File: src/rtl/mult_div_unit_if.sv
// mult_div_unit_if
// Bundle of operation request, MTHI/MTLO write, status and HI/LO signals
// between the datapath (master) and the multiply/divide unit (slave).
//   i_start, i_op            : operation request; op 00 MULT, 01 MULTU, 10 DIV, 11 DIVU
//   i_operand_a, i_operand_b : rs/rt operands (multiplicand/dividend, multiplier/divisor)
//   i_hi_write, i_lo_write   : MTHI / MTLO strobes
//   i_write_data             : MTHI / MTLO data
//   o_busy, o_done           : operation in flight, one-cycle completion pulse
//   o_div_by_zero            : completed divide had a zero divisor
//   o_hi, o_lo               : architectural HI / LO registers
interface mult_div_unit_if #(
    parameter int WIDTH = 32
);
    logic             i_start;
    logic [1:0]       i_op;
    logic [WIDTH-1:0] i_operand_a;
    logic [WIDTH-1:0] i_operand_b;
    logic             i_hi_write;
    logic             i_lo_write;
    logic [WIDTH-1:0] i_write_data;
    logic             o_busy;
    logic             o_done;
    logic             o_div_by_zero;
    logic [WIDTH-1:0] o_hi;
    logic [WIDTH-1:0] o_lo;

    modport master (
        output i_start, i_op, i_operand_a, i_operand_b,
        output i_hi_write, i_lo_write, i_write_data,
        input  o_busy, o_done, o_div_by_zero, o_hi, o_lo
    );

    modport slave (
        input  i_start, i_op, i_operand_a, i_operand_b,
        input  i_hi_write, i_lo_write, i_write_data,
        output o_busy, o_done, o_div_by_zero, o_hi, o_lo
    );
endinterface

File: src/rtl/mult_div_unit.sv
// mult_div_unit
// Iterative radix-2 multiply/divide unit holding the MIPS HI/LO registers.
// An accepted operation works on operand magnitudes for 32 steps, applies the
// sign correction in a final cycle and writes HI/LO 33 cycles after start.
//   clk   : rising-edge clock
//   reset : synchronous, active-high reset
//   bus   : slave side of mult_div_unit_if (request, MTHI/MTLO, status, HI/LO)
module mult_div_unit #(
    parameter int WIDTH = 32
) (
    input  logic           clk,
    input  logic           reset,
    mult_div_unit_if.slave bus
);

    typedef enum logic [1:0] {
        IDLE,
        CALC,
        FIN
    } state_t;

    state_t             r_state;
    state_t             w_nextState;
    logic [4:0]         r_count;
    logic               r_isDiv;
    logic               r_negResult;
    logic               r_negRem;
    logic               r_zeroDivisor;
    logic [WIDTH-1:0]   r_origA;
    logic [WIDTH-1:0]   r_operand;
    logic [2*WIDTH-1:0] r_accum;
    logic [WIDTH-1:0]   r_hi;
    logic [WIDTH-1:0]   r_lo;
    logic               r_done;
    logic               r_divByZero;

    logic               w_signedOp;
    logic               w_negA;
    logic               w_negB;
    logic [WIDTH-1:0]   w_absA;
    logic [WIDTH-1:0]   w_absB;
    logic [WIDTH-1:0]   w_addend;
    logic [WIDTH:0]     w_mulSum;
    logic [2*WIDTH-1:0] w_mulStep;
    logic [WIDTH-1:0]   w_remShift;
    logic               w_divFits;
    logic [2*WIDTH-1:0] w_divStep;
    logic [2*WIDTH-1:0] w_product;
    logic [WIDTH-1:0]   w_quot;
    logic [WIDTH-1:0]   w_rem;

    // State register
    always_ff @(posedge clk) begin
        if (reset) begin
            r_state <= IDLE;
        end else begin
            r_state <= w_nextState;
        end
    end

    // Next-state logic: 32 CALC steps, then a single FIN cycle
    always_comb begin
        w_nextState = r_state;
        case (r_state)
            IDLE:    if (bus.i_start) w_nextState = CALC;
            CALC:    if (r_count == 5'd31) w_nextState = FIN;
            FIN:     w_nextState = IDLE;
            default: w_nextState = IDLE;
        endcase
    end

    // Operand magnitudes; unsigned ops (op[0]=1) pass raw values through
    always_comb begin
        w_signedOp = ~bus.i_op[0];
        w_negA     = w_signedOp & bus.i_operand_a[WIDTH-1];
        w_negB     = w_signedOp & bus.i_operand_b[WIDTH-1];
        w_absA     = w_negA ? (~bus.i_operand_a + 1'b1) : bus.i_operand_a;
        w_absB     = w_negB ? (~bus.i_operand_b + 1'b1) : bus.i_operand_b;
    end

    // Iteration steps. Multiply: accumulator starts as {0, multiplier}; each
    // step conditionally adds the multiplicand to the upper half and shifts
    // right. Divide: accumulator starts as {0, dividend}; each step shifts the
    // remainder left, trial-subtracts the divisor and shifts in the quotient
    // bit. The remainder's top bit being shifted out means the trial always
    // fits, which keeps the compare and subtract at WIDTH bits.
    always_comb begin
        w_addend   = r_accum[0] ? r_operand : '0;
        w_mulSum   = {1'b0, r_accum[2*WIDTH-1:WIDTH]} + {1'b0, w_addend};
        w_mulStep  = {w_mulSum, r_accum[WIDTH-1:1]};
        w_remShift = {r_accum[2*WIDTH-2:WIDTH], r_accum[WIDTH-1]};
        w_divFits  = r_accum[2*WIDTH-1] | (w_remShift >= r_operand);
        w_divStep  = {(w_divFits ? (w_remShift - r_operand) : w_remShift),
                      r_accum[WIDTH-2:0], w_divFits};
    end

    // Sign correction applied in FIN
    always_comb begin
        w_product = r_negResult ? (~r_accum + 1'b1) : r_accum;
        w_quot    = r_negResult ? (~r_accum[WIDTH-1:0] + 1'b1) : r_accum[WIDTH-1:0];
        w_rem     = r_negRem ? (~r_accum[2*WIDTH-1:WIDTH] + 1'b1)
                             : r_accum[2*WIDTH-1:WIDTH];
    end

    // Datapath and architectural registers. MTHI/MTLO only land in IDLE; when
    // they coincide with a start the later FIN write overwrites them.
    always_ff @(posedge clk) begin
        if (reset) begin
            r_count       <= '0;
            r_isDiv       <= 1'b0;
            r_negResult   <= 1'b0;
            r_negRem      <= 1'b0;
            r_zeroDivisor <= 1'b0;
            r_origA       <= '0;
            r_operand     <= '0;
            r_accum       <= '0;
            r_hi          <= '0;
            r_lo          <= '0;
            r_done        <= 1'b0;
            r_divByZero   <= 1'b0;
        end else begin
            r_done <= 1'b0;
            case (r_state)
                IDLE: begin
                    if (bus.i_hi_write) r_hi <= bus.i_write_data;
                    if (bus.i_lo_write) r_lo <= bus.i_write_data;
                    if (bus.i_start) begin
                        r_count       <= '0;
                        r_isDiv       <= bus.i_op[1];
                        r_negResult   <= w_negA ^ w_negB;
                        r_negRem      <= w_negA;
                        r_zeroDivisor <= bus.i_op[1] && (bus.i_operand_b == '0);
                        r_origA       <= bus.i_operand_a;
                        r_divByZero   <= 1'b0;
                        if (bus.i_op[1]) begin
                            r_operand <= w_absB;
                            r_accum   <= {{WIDTH{1'b0}}, w_absA};
                        end else begin
                            r_operand <= w_absA;
                            r_accum   <= {{WIDTH{1'b0}}, w_absB};
                        end
                    end
                end
                CALC: begin
                    r_count <= r_count + 5'd1;
                    r_accum <= r_isDiv ? w_divStep : w_mulStep;
                end
                FIN: begin
                    r_done      <= 1'b1;
                    r_divByZero <= r_zeroDivisor;
                    if (!r_isDiv) begin
                        r_hi <= w_product[2*WIDTH-1:WIDTH];
                        r_lo <= w_product[WIDTH-1:0];
                    end else if (r_zeroDivisor) begin
                        r_hi <= r_origA;
                        r_lo <= '1;
                    end else begin
                        r_hi <= w_rem;
                        r_lo <= w_quot;
                    end
                end
                default: ;
            endcase
        end
    end

    assign bus.o_busy        = (r_state != IDLE);
    assign bus.o_done        = r_done;
    assign bus.o_div_by_zero = r_divByZero;
    assign bus.o_hi          = r_hi;
    assign bus.o_lo          = r_lo;

endmodule

File: src/flat_wrapper.sv
// flat-port wrapper written by rule: the top's interface ports become plain ports
module mult_div_unit_flat 
#(
    parameter int WIDTH = 32
)
  (clk, reset, bus_i_start, bus_i_op, bus_i_operand_a, bus_i_operand_b, bus_i_hi_write, bus_i_lo_write, bus_i_write_data, bus_o_busy, bus_o_done, bus_o_div_by_zero, bus_o_hi, bus_o_lo);
  mult_div_unit_if #(.WIDTH(WIDTH)) bus_i ();
  input  logic clk;
  input  logic reset;
  input wire logic [$bits(bus_i.i_start)-1:0] bus_i_start;
  input wire logic [$bits(bus_i.i_op)-1:0] bus_i_op;
  input wire logic [$bits(bus_i.i_operand_a)-1:0] bus_i_operand_a;
  input wire logic [$bits(bus_i.i_operand_b)-1:0] bus_i_operand_b;
  input wire logic [$bits(bus_i.i_hi_write)-1:0] bus_i_hi_write;
  input wire logic [$bits(bus_i.i_lo_write)-1:0] bus_i_lo_write;
  input wire logic [$bits(bus_i.i_write_data)-1:0] bus_i_write_data;
  output wire logic [$bits(bus_i.o_busy)-1:0] bus_o_busy;
  output wire logic [$bits(bus_i.o_done)-1:0] bus_o_done;
  output wire logic [$bits(bus_i.o_div_by_zero)-1:0] bus_o_div_by_zero;
  output wire logic [$bits(bus_i.o_hi)-1:0] bus_o_hi;
  output wire logic [$bits(bus_i.o_lo)-1:0] bus_o_lo;
  assign bus_i.i_start = bus_i_start;
  assign bus_i.i_op = bus_i_op;
  assign bus_i.i_operand_a = bus_i_operand_a;
  assign bus_i.i_operand_b = bus_i_operand_b;
  assign bus_i.i_hi_write = bus_i_hi_write;
  assign bus_i.i_lo_write = bus_i_lo_write;
  assign bus_i.i_write_data = bus_i_write_data;
  assign bus_o_busy = bus_i.o_busy;
  assign bus_o_done = bus_i.o_done;
  assign bus_o_div_by_zero = bus_i.o_div_by_zero;
  assign bus_o_hi = bus_i.o_hi;
  assign bus_o_lo = bus_i.o_lo;
  mult_div_unit #(.WIDTH(WIDTH)) u_core (.clk(clk), .reset(reset), .bus(bus_i));
endmodule
File: config.mk
export PLATFORM = sky130hd
export DESIGN_NAME = mult_div_unit_flat
export DESIGN_NICKNAME = d
export VERILOG_FILES = /design/src/rtl/mult_div_unit_if.sv /design/src/rtl/mult_div_unit.sv /design/src/flat_wrapper.sv
export SDC_FILE = /design/constraint.sdc
export NUM_CORES = 1
export LEC_CHECK = 0
export CORE_AREA = 2 2 240 242
export DETAILED_ROUTE_END_ITERATION = 6
export DIE_AREA = 0 0 242 244
export GPL_TIMING_DRIVEN = 0
export HOLD_SLACK_MARGIN = 0.15
export PLACE_DENSITY = 0.44
export SLEW_MARGIN = 5
export SYNTH_ARGS = -nofsm -noshare
export SYNTH_HDL_FRONTEND = slang
export SYNTH_SLANG_ARGS = --single-unit
File: constraint.sdc
create_clock -name clk -period 8.2 [get_ports clk]
set_clock_uncertainty 0.15 [all_clocks]
set_input_delay 0.82 -clock clk [delete_from_list [all_inputs] [get_ports clk]]
set_output_delay 0.82 -clock clk [all_outputs]
set_load 0.02 [all_outputs]
==> flow_summary.toml, run 1 <==
[timing]
fmax_ghz = 0.1886
worstMarginPinSlew_ns = 1.562
rsz0062_at_grt = "false"
slew_headroom_pct = -6.806
finalCriticalPeriod_ns = 5.302
drv_slew = 2
setup_tns_ns = 0
fin_crit_sh_pct = 64.65
finalSetupViolCount = 0
hold_viol = 0

[pwr]
powerDensity_nw_per_um2 = 171.4
peakVddDrop_v = 0.0001291
p_total_uw = 3472
p_leak_uw = 0.007346

[clock_network]
clk_latency_ns = 0.59
post_cts_buffers = 0
htreeDepth = 1
numCtsBuffers = 27
clock-sinks = 205
cts_root_buf = "clkbuf_16"
cts_hold_buf = 0
clock_path_buffers = 3
cts_tree = "yes"
clkTransAtPathRegs_ns = 0.06
cts_resized = 0

[route]
vias = 19530
ant_nets = 0
via_per_inst = 5.914
drt_iter0_drc = 1926
drc_errors = 0
drt_first_pass_iters = 6
wl_mm = 92.95
wl_per_cell_um = 28.15

[synth]
ys_seq_area_share_pct = 24.50
synth_common_cells = "nand2_1, a21oi_1, nor2_1, dfxtp_1, clkbuf_1"
yosys.area.top_type = "dfxtp_1"
syn_nets = 2506
ys_warn_count = 0
syn_avg_cell_area_um2 = 7.186
synth.most_common_cell = "nand2_1"
synth-seq-cells = 205
ys.flop_type = "dfxtp_1"
synthTopCellsByArea = "dfxtp_1, a21oi_1, nand2_1, ha_1, xnor2_1"
syn_area_um2 = 16750
yosysTopAreaCellShare_pct = 24.50
yosysUniqueCellTypes = 74
async_reset_ff_share_pct = 0
synthCells = 2331
synth_edf_count = 0

[place]
gp_congestion = 0.9595
detailed_place_hpwl_mm = 75.82
placed_area_um2 = 19390
portBuffers = 168

[outcome]
status = "finished, violations left"
violations = "max-capacitance violations, max-slew violations"

[worst_setup_path]
critPathKind = "reg -> reg"
arrival_ns = 5.62
crit_slowest_cell = "a2111oi_0"
worstPathCellList = "inv_1 > clkbuf_1 > nor2_1 > ha_1 > a21oi_1 > o2111ai_1 > a211o_1 > a221oi_1 > o21ai_0 > a2111oi_0 > mux2i_1 > o21ai_0 > a221o_1"
start_kind = "flip-flop"
reg2reg_depth = 13
required_ns = 8.52
r2r_start = "u_core.r_accum[0]$_SDFFE_PP0P_"
crit_fanout = 10
regToRegSetupSlack_ns = 2.90
crit_path_max_incr_delay_ns = 0.83
critPathCaptureType = "flip-flop"
crit_path_frequent_cell = "o21ai_0"
path_buf_inv = 2
rr_endpoint = "u_core.r_accum[60]$_SDFFE_PP0P_"
crit_family = "compound AO/OA/AOI/OAI gates"

[global_route]
grt-ovfl-total = 0
grt_pass1_wl_mm = 132.3
grt_max_degree = 15
grt_pass1_vias = 18680
track_usage_pct = 30.38
antenna_found_initial = 0

[floorplanning]
rows = 87
dieArea_um2 = 59050
die_w_um = 242
dieHeight_um = 244
core_um2 = 56170
initial_core_util_pct = 29.82
ios = 170

[final_layout]
final_area_um2 = 20260
num-fill-cells = 6130
fin_nets = 2703
utilization_pct = 36.06
area_growth_pct = 20.93
diodes = 0
drive_gt1_share_pct = 2.985

[min_path]
hold_class = "reg -> reg"
hold_depth = 1
min_to = "u_core.bus.o_hi[23]$_SDFFE_PP0P_"
worstHoldStart = "u_core.bus.o_hi[23]$_SDFFE_PP0P_"

[job]
max-cap-violations = 1
## worst register-to-register path: cells and delay by family (launching register included)
family	cells	cell delay [ns]
flip-flops	1	0.74
AND/OR/NAND/NOR	1	0.15
multiplexers	1	0.25
buffers and inverters	2	0.66
AO/OA/AOI/OAI	8	2.94
adder cells (fa/ha/maj)	1	0.31
## registers in the layout, indices dropped and copies added (netlist names)
name and flops:
u_core.r_count 5, u_core.r_origA 32, u_core.r_negRem 1, u_core.r_accum 64
u_core.r_zeroDivisor 1, u_core.r_operand 32, u_core.bus.o_done 1, u_core.bus.o_lo 32
u_core.r_isDiv 1, u_core.r_state 2, u_core.bus.o_hi 32, u_core.r_negResult 1
u_core.bus.o_div_by_zero 1
## worst max path at each step
stage,start,end,slack [ns],depth (start not counted)
after floorplan,u_core.r_accum[0]$_SDFFE_PP0P_,u_core.r_accum[60]$_SDFFE_PP0P_,4.68,13
after global placement,u_core.r_accum[0]$_SDFFE_PP0P_,u_core.r_accum[60]$_SDFFE_PP0P_,2.99,13
after detailed placement,u_core.r_accum[0]$_SDFFE_PP0P_,u_core.r_accum[60]$_SDFFE_PP0P_,3.05,13
after CTS,u_core.r_accum[0]$_SDFFE_PP0P_,u_core.r_accum[60]$_SDFFE_PP0P_,3.01,13
after global routing,u_core.r_accum[0]$_SDFFE_PP0P_,u_core.r_accum[60]$_SDFFE_PP0P_,2.55,13
final,u_core.r_accum[0]$_SDFFE_PP0P_,u_core.r_accum[60]$_SDFFE_PP0P_,2.90,13
## where the power goes
group,internal (uW),total (uW),switching [uW]
logic,375,1120,750
registers,1060,1140,76.3
clock network,695,1210,511
## area by class of cell
| cell class | count | area [um2] | area share [%] |
|---|---|---|---|
| Multi-Input combinational cell | 1870 | 11680 | 57.66 |
| Sequential cell | 205 | 4104 | 20.26 |
| Timing Repair Buffer | 168 | 1682 | 8.302 |
| Tap cell | 756 | 945.9 | 4.670 |
| Clock buffer | 36 | 739.5 | 3.651 |
| Buffer | 192 | 738.2 | 3.644 |
| Inverter | 64 | 240.2 | 1.186 |
| Clock inverter | 11 | 126.4 | 0.6239 |
## metal layers
layer	part of all wire [%]	wire, um	vias to the layer above	track usage, %
met5	0	0	-	0
met4	2.9	2691	0	8.370
met3	7.5	6972	119	3.951
met2	44	41290	861	48.13
li1	-	-	8882	-
met1	45	42000	9665	43.12
## cells by family after synthesis
logic type                 Yosys count  share of synthesized area (%)
muxes                               53                          3.197
and+or+nand+nor                    793                          21.73
DFF                                205                          24.50
adders and majority gates           72                          5.468
xor gates and xnor gates           177                          9.255
AOI/OAI and AO/OA                  775                          30.01
buffers and inverters              256                          5.841
## cell usage in the layout (no fill, tap or decap), types with 60 or more instances in the layout
master	n
a21oi_1	242
o21ai_0	142
nor2_1	210
xor2_1	79
inv_1	63
clkbuf_1	170
ha_1	70
nand2_1	310
xnor2_1	98
dfxtp_1	205
a211oi_1	60
clkdlybuf4s50_1	168
## metrics by stage
stage	cells	setup slack, ns	hold slack [ns]
finish	3302	2.898	0.3001
CTS	3302	3.013	0.3040
floorplan	2331	4.676	0.2787
global placement	3255	2.990	0.2852
detailed placement	3255	3.050	0.2903
global route	3302	2.553	0.3235
(Power assumes the default switching activity.)
==> inputs of run 2 (changes only) <==
--- a/config.mk
+++ b/config.mk
@@ -10,7 +10,7 @@
 export DIE_AREA = 0 0 242 244
 export GPL_TIMING_DRIVEN = 0
 export HOLD_SLACK_MARGIN = 0.15
-export PLACE_DENSITY = 0.44
+export PLACE_DENSITY = 0.46
 export SLEW_MARGIN = 5
 export SYNTH_ARGS = -nofsm -noshare
 export SYNTH_HDL_FRONTEND = slang
==> constraint.sdc (replaced) <==
create_clock -name clk -period 4.3 [get_ports clk]
set_clock_uncertainty 0.15 [all_clocks]
set_input_delay 0.43 -clock clk [delete_from_list [all_inputs] [get_ports clk]]
set_output_delay 0.43 -clock clk [all_outputs]
set_load 0.02 [all_outputs]
==> run 2 against run 1 <==
Compared with the run above:
- the flow now finishes without violations
- register-to-register slack worse by 2.8 ns
- maximum frequency grew 27%
- wire length down 0.76%
- clock power increased by 110%
- global-route usage fell by 0.51 points
- via count decreased by 0.13%
- non-clock buffer count grew 1
- total power grew 98%
- setup slack got worse by 2.8 ns
- final area increased by 1.2%
- sequential cell count unchanged
- clock-buffer cell count shrank 3
- critical endpoint is now u_core.bus.o_hi[20]$_SDFFE_PP0P_
- highest routed layer unchanged
==> flow_summary.toml, run 2 (synthesized netlist as in run 1, its figures left out) <==
[outcome]
status = "complete, no violations"

[worst_setup_path]
crit_fanout = 10
required_ns = 4.57
critPathCaptureType = "flip-flop"
reg2reg_depth = 11
regToRegSetupSlack_ns = 0.14
critPathKind = "reg -> reg"
arrival_ns = 4.43
start_kind = "flip-flop"
rr_endpoint = "u_core.bus.o_hi[20]$_SDFFE_PP0P_"
r2r_start = "u_core.r_accum[22]$_SDFFE_PP0P_"

[final_layout]
utilization_pct = 36.51
top_register = "u_core.r_accum"
fin_nets = 2704
final_common_cell = "nand2_1"
multi_input_comb_area_um2 = 11780
area_growth_pct = 22.43
drive_gt1_share_pct = 4.158
largest_reg_flops = 64
regArea_um2 = 4109
final_area_um2 = 20510
layout.cells.non_filler = 3305
diodes = 0
final_cell_mix = "nand2_1, a21oi_1, nor2_1, dfxtp_1, clkdlybuf4s50_1"
num-fill-cells = 6127

[route]
drt_iter0_drc = 2121
wl_per_cell_um = 27.91
ant_nets = 0
drt_first_pass_iters = 5
vias = 19500
wl_mm = 92.25
via_per_inst = 5.901
drc_errors = 0

[clock_network]
cts_tree = "yes"
clock_path_buffers = 3
cts_root_buf = "clkbuf_16"
clk_latency_ns = 0.58
clock-sinks = 205
numCtsBuffers = 27
htreeDepth = 1
clkTransAtPathRegs_ns = 0.06

[pwr]
switching_share_pct = 37.39
p_total_uw = 6865
combPwrFrac_pct = 30.9
cellInternalPower_uw = 4298
powerDensity_nw_per_um2 = 334.8
seqPwrFrac_pct = 31.7
peakVddDrop_v = 0.0002523
clkPwrFrac_pct = 37.4
switchingPower_uw = 2567
p_leak_uw = 0.007440

[timing]
whs_ns = 0.2983
rsz0062_at_grt = "false"
worstMarginPinSlew_ns = 1.272
slew_headroom_pct = 15.18
finalCriticalPeriod_ns = 4.159
drv_slew = 0
fmax_ghz = 0.2404
fin_crit_sh_pct = 96.72
hold_viol = 0
finalSetupViolCount = 0

[global_route]
grt_pass1_vias = 18340
grt_max_degree = 15
grt_pass1_wl_mm = 130.3
grt-ovfl-total = 0
track_usage_pct = 29.87
antenna_found_initial = 0

[place]
placed_cells = 3256
gp_congestion = 0.9778
placed_area_um2 = 19400
portBuffers = 168
detailed_place_hpwl_mm = 75.14

[floorplanning]
core_um2 = 56170
ios = 170
initial_core_util_pct = 29.82
die_w_um = 242
dieArea_um2 = 59050
dieHeight_um = 244
rows = 87

[min_path]
hold_class = "reg -> reg"
min_to = "u_core.bus.o_hi[8]$_SDFFE_PP0P_"
worstHoldStart = "u_core.bus.o_hi[8]$_SDFFE_PP0P_"
hold_depth = 1

[job]
max-cap-violations = 0
run 2: through the flow:
stage          worst slack, ns   TNS [ns]
2_1_floorplan           0.7758          0
3_3_place_gp            -1.287     -11.87
3_5_place_dp            -1.175     -7.234
4_1_cts              -0.006398  -0.006398
5_1_grt                0.03505          0
6_report                0.1411          0
run 2: worst max path at each step:
stage | from | endpoint | slack (ns) | cells after the start
6_report | u_core.r_accum[22]$_SDFFE_PP0P_ | u_core.bus.o_hi[20]$_SDFFE_PP0P_ | 0.14 | 11
5_1_grt | u_core.r_accum[0]$_SDFFE_PP0P_ | u_core.r_accum[60]$_SDFFE_PP0P_ | 0.04 | 13
4_1_cts | u_core.r_accum[0]$_SDFFE_PP0P_ | u_core.r_accum[63]$_SDFFE_PP0P_ | -0.006 | 14
3_5_place_dp | u_core.r_accum[0]$_SDFFE_PP0P_ | u_core.r_accum[60]$_SDFFE_PP0P_ | -1.18 | 13
3_3_place_gp | u_core.r_accum[0]$_SDFFE_PP0P_ | u_core.r_accum[60]$_SDFFE_PP0P_ | -1.29 | 13
2_1_floorplan | u_core.r_accum[0]$_SDFFE_PP0P_ | u_core.r_accum[60]$_SDFFE_PP0P_ | 0.78 | 13
run 2: critical path: stages (launching register included):
cell and delay (ns):
dfxtp_1 0.29, buf_2 0.16, or4_4 0.56, or4_4 0.45, or3_4 0.45, or4_1 0.50
buf_2 0.23, clkbuf_1 0.30, nor3_1 0.26, a31oi_1 0.06, o221ai_1 0.40, o21ai_0 0.17
run 2: metal layers:
metal / vias to the layer above / global-route usage [%] / wire [um]
met4: 0 / 7.970 / 2830
met1: 9531 / 41.78 / 41050
li1: 8898 / - / -
met2: 929 / 48.34 / 41500
met3: 144 / 3.731 / 6867
met5: - / 0 / 0
run 2: what timing repair did:
action	4_1_cts	5_1_grt
hold buffers	0	0
endpoints found under the setup margin	25	9
buffers inserted	2	0
resized for setup	17	12
pin swaps	2	0
run 2: power groups by stage:
stage               combinational, uW  clock [uW]  sequential, uW
detailed placement               2050           0            2210
floorplan                        1180           0            2190
global route                     2250        2670            2180
CTS                              2070        2600            2170
global placement                 2060           0            2210
finish                           2120        2570            2170
run 2: cell type report:
type / instances / area share, %
tap: 756 / 4.613
multi-input combinational: 1870 / 57.43
clock buffer: 33 / 3.649
buffer: 190 / 3.581
clock inverter: 16 / 1.190
timing repair buffer: 171 / 8.310
sequential: 205 / 20.04
inverter: 64 / 1.190
